[src/rtl/pipe_sel_mux.sv]
// pipe_sel_mux: N:1 operand-select multiplexer with a one-cycle registered
// output stage. It tracks valid, supports stall and flush, and keeps a sticky
// flag for illegal select codes.
//
// Ports:
//   clk       rising-edge clock
//   rst       asynchronous active-high reset
//   In        flattened data inputs; input k is In[k*WIDTH +: WIDTH]
//   Sel       binary select, sampled at the clock edge
//   InValid   qualifies In/Sel this cycle
//   Stall     hold all registered state
//   Flush     invalidate the output stage (overrides Stall)
//   ErrClr    clear SelErr (a simultaneous set wins)
//   Out       registered selected data
//   OutValid  Out holds a valid selection
//   LastSel   Sel value captured with the current Out
//   SelErr    sticky: a valid load presented Sel >= N
module pipe_sel_mux #(
  parameter int unsigned      WIDTH       = 8,
  parameter int unsigned      N           = 4,
  parameter int unsigned      SEL_W       = 2,
  parameter logic [WIDTH-1:0] RESET_VAL   = '0,
  parameter logic [WIDTH-1:0] DEFAULT_VAL = '0
) (
  input  logic               clk,
  input  logic               rst,
  input  logic [N*WIDTH-1:0] In,
  input  logic [SEL_W-1:0]   Sel,
  input  logic               InValid,
  input  logic               Stall,
  input  logic               Flush,
  input  logic               ErrClr,
  output logic [WIDTH-1:0]   Out,
  output logic               OutValid,
  output logic [SEL_W-1:0]   LastSel,
  output logic               SelErr
);

  // Parameter sanity: reject inconsistent configurations at elaboration.
  if (SEL_W != $clog2(N)) begin : g_bad_sel_w
    $error("pipe_sel_mux: SEL_W must equal ceil(log2(N))");
  end
  if (N < 2 || N > 16) begin : g_bad_n
    $error("pipe_sel_mux: N must be in the range 2..16");
  end

  logic [WIDTH-1:0] out_q,     out_d;
  logic             valid_q,   valid_d;
  logic [SEL_W-1:0] lastsel_q, lastsel_d;
  logic             selerr_q,  selerr_d;

  logic             sel_legal_c;
  logic [WIDTH-1:0] sel_data_c;
  logic             load_c;

  // Select decode. The compare is unsigned. Out-of-range codes never reach
  // the part-select.
  always_comb begin
    sel_data_c  = DEFAULT_VAL;
    sel_legal_c = (32'(Sel) < N);
    if (sel_legal_c) begin
      sel_data_c = In[32'(Sel)*WIDTH +: WIDTH];
    end
  end

  assign load_c = !Flush && !Stall;

  // Next-state logic. Priority is Flush, then Stall, then load.
  always_comb begin
    out_d     = out_q;
    valid_d   = valid_q;
    lastsel_d = lastsel_q;
    selerr_d  = selerr_q;

    if (Flush) begin
      out_d     = RESET_VAL;
      valid_d   = 1'b0;
      lastsel_d = '0;
    end else if (!Stall) begin
      // Data loads even when InValid is low, so it tracks the bus.
      out_d     = sel_data_c;
      valid_d   = InValid;
      lastsel_d = Sel;
    end

    // Clear first, so that a simultaneous set takes precedence.
    if (ErrClr) begin
      selerr_d = 1'b0;
    end
    if (load_c && InValid && !sel_legal_c) begin
      selerr_d = 1'b1;
    end
  end

  // Output-stage registers.
  always_ff @(posedge clk or posedge rst) begin
    if (rst) begin
      out_q     <= RESET_VAL;
      valid_q   <= 1'b0;
      lastsel_q <= '0;
      selerr_q  <= 1'b0;
    end else begin
      out_q     <= out_d;
      valid_q   <= valid_d;
      lastsel_q <= lastsel_d;
      selerr_q  <= selerr_d;
    end
  end

  assign Out      = out_q;
  assign OutValid = valid_q;
  assign LastSel  = lastsel_q;
  assign SelErr   = selerr_q;

endmodule

[config.mk]
export PLATFORM = sky130hd
export DESIGN_NAME = pipe_sel_mux
export DESIGN_NICKNAME = d
export VERILOG_FILES = /design/src/rtl/pipe_sel_mux.sv
export SDC_FILE = /design/constraint.sdc
export NUM_CORES = 1
export LEC_CHECK = 0
export BUFFER_PORTS_ARGS = -buffer_cell sky130_fd_sc_hd__buf_2
export CELL_PAD_IN_SITES_DETAIL_PLACEMENT = 1
export CELL_PAD_IN_SITES_GLOBAL_PLACEMENT = 1
export CORE_MARGIN = 4
export CORE_UTILIZATION = 29
export DETAILED_ROUTE_END_ITERATION = 8
export PLACE_DENSITY_LB_ADDON = 0.08
export RECOVER_POWER = 100
export SLEW_MARGIN = 20
export SYNTH_ARGS = -nofsm -noshare
export SYNTH_HDL_FRONTEND = slang
export SYNTH_SLANG_ARGS = --single-unit
[constraint.sdc]
create_clock -name clk -period 1 [get_ports clk]
set_input_delay 0.05 -clock clk [delete_from_list [all_inputs] [get_ports clk]]
set_output_delay 0.05 -clock clk [all_outputs]
set_load 0.05 [all_outputs]
==> results_dict.tcl <==
set metrics [dict create \
    status "complete, no violations" \
    gp_congestion 0.719 \
    ys_ff_latch 11 \
    netSwitchingPower_w 0.000402 \
    hold_class "primary input to flip-flop" \
    pin_count 52 \
    port_buffers 49 \
    fillers 279 \
    cts_tree "yes" \
    power_frac_seq_pct 41.7 \
    power.total_w 0.00118 \
    cpMaxStageDelayCell "dfrtp_1" \
    grt_pass1_vias 757 \
    maxSlewViolCount 0 \
    crit_arrival_ns 0.90 \
    path_class "flip-flop to primary output" \
    yosys_warnings 0 \
    rsz0062_at_grt "no" \
    end_kind "primary output" \
    slowest_delay_ns 0.35 \
    ant_nets 0 \
    core_mm2 0.00221 \
    rows 17 \
    syn_nets 100 \
    final_area_um2 981 \
    drive_above_1_share_pct 48.2 \
    critical-path-top-delay-family "flip-flops" \
    critPathMaxFanout 2 \
    synth_seq_area_share_pct 40.7 \
    synthCells 60 \
    switching_share_pct 34.1 \
    max_freq_mhz 1050 \
    numCtsBuffers 3 \
    first_pass_iters 2 \
    layout_min_cycle_time_ns 0.954 \
    grtUsageTotal_pct 13.5 \
    clk_path_buf_depth 2 \
    vias 668 \
    period_share_pct 95.4 \
    hold_viol 0 \
    antenna_cells 0 \
    crit_chain "clkbuf_2" \
    fin_skew_ns 0 \
    netlist_area_um2 677 \
    ys_types 13 \
    required_ns 0.95 \
    p_int_w 0.000776 \
    grt_pass1_wl_mm 3.41 \
    crit_buf_inv 1 \
    start_util_pct 30.6 \
    leakagePower_nw 0.541 \
    cts_sinks 11 \
    layout_commonest_cell "buf_2" \
    vdd_drop_max_uv 602 \
    mostFrequentLayoutCells "42 x buf_2, 19 x mux2i_1, 11 x dfrtp_1, 8 x nand3b_1, 8 x o221ai_1" \
    clk_latency_ns 0.27 \
    wl_per_cell_um 14.2 \
    area_growth_pct 44.9 \
    drt_iter0_markers 5 \
    die_y_um 56.3 \
    p_per_area_mw_per_mm2 1200 \
    clk_pin_slew_worst_paths_ns 0.07 \
    h-tree-depth 1 \
    nets 151 \
    die_w_um 56.3 \
    start_kind "flip-flop" \
    setup_viol 0 \
    syn_area_per_cell_um2 11.3 \
    grt_antenna_before_repair 0 \
    cts_root_buffer "clkbuf_4" \
    pwr-share-comb_pct 31.9 \
    timing.max_cap.violations 0 \
    vias_per_cell 4.84 \
    routed_wl_mm 1.96 \
    drcViolationCount 0 \
    power_frac_clock_pct 26.3 \
    die_area_mm2 0.00317 \
    overflow 0 \
    grt_max_degree 18 \
    placed_area_um2 945 \
]
## through the flow
step / instances / utilization [%] / worst slack (ns) / hold WS (ns) / setup TNS [ns]
6_report: 138 / 44.3 / 0.0462 / 0.0275 / 0
5_1_grt: 138 / 44.3 / 0.00271 / 0.0198 / 0
4_1_cts: 138 / 44.3 / 0.0387 / 0.0138 / 0
3_5_place_dp: 133 / 42.7 / -0.0559 / 0.0762 / -0.155
3_3_place_gp: 133 / 42.7 / -0.0165 / 0.0691 / -0.0664
2_1_floorplan: 60 / - / 0.0651 / -0.0976 / 0
## logic make-up (layout without fill, tap and decap cells)
group           count (synthesis)  in the layout  share of synthesized area [%]
buf+inv                         8             58                           7.58
simple gates                   13             13                           12.8
mux                            19             19                           28.1
flops                          11             11                           40.7
other cells                     1              1                          0.554
compound gates                  8              8                           10.4
## worst register-to-register path: stages, from the launching register on
cell      delay [ns]
dfrtp_1         0.38
nand3b_1        0.08
o221ai_1        0.11
## Yosys cell counts, drive strengths merged
cell type | instances | share of area (%)
conb | 1 | 0.55
dfrtp | 11 | 41
or3b | 1 | 1.3
o221ai | 8 | 10
nor2 | 3 | 1.7
mux2i | 19 | 28
buf | 6 | 6.5
inv | 1 | 0.55
clkbuf | 1 | 0.55
nand3b | 8 | 8.9
or3 | 1 | 0.92
## final timing paths
| kind | cells after the start | slack [ns] | startpoint | endpoint |
|---|---|---|---|---|
| max | 1 | 0.05 | Out[3] | Out[3] |
| min | 3 | 0.03 | InValid | OutValid |
| max reg2reg | 2 | 0.28 | Out[3] | Out[3] |
| min reg2reg | 2 | 0.52 | Out[2] | Out[2] |
| max in group asynchronous | 3 | 0.38 | rst | Out[6] |
| min in group asynchronous | 3 | 0.32 | rst | OutValid |
## state kept, by name, indices dropped and copies added, names as in the netlist
register	cells
Out	8
OutValid	1
LastSel	2
## power by group through the flow
stage               sequential (W)  combinational (W)  clock, W
floorplan                 0.000611           0.000132         0
global placement          0.000499           0.000373         0
finish                    0.000492           0.000376  0.000310
global route              0.000496           0.000407  0.000344
CTS                       0.000492           0.000383  0.000327
detailed placement        0.000500           0.000380         0
## timing repair
item	4_1_cts	5_1_grt
hold buffers	1	0
buffers inserted	0	0
setup endpoints to repair	0	1
gates resized for setup	0	1
endpoints found under the hold margin	11	0
## final cells by class
class	instances	area, um2	area share, %
Clock buffer	4	26.3	2.68
Sequential cell	11	275	28.1
Timing Repair Buffer	53	290	29.6
Inverter	1	3.75	0.383
Tap cell	28	35.0	3.57
Multi-Input combinational cell	41	350	35.7
## routing by layer
| metal | up-vias | GRT usage (%) | routed length [um] |
|---|---|---|---|
| li1 | 325 | - | - |
| met1 | 312 | 14.3 | 746 |
| met2 | 27 | 23.7 | 1010 |
| met3 | 4 | 5.52 | 187 |
| met4 | 0 | 5.08 | 17 |
| met5 | - | 0 | 0 |
Note: power is estimated with default switching activity, not from simulation.
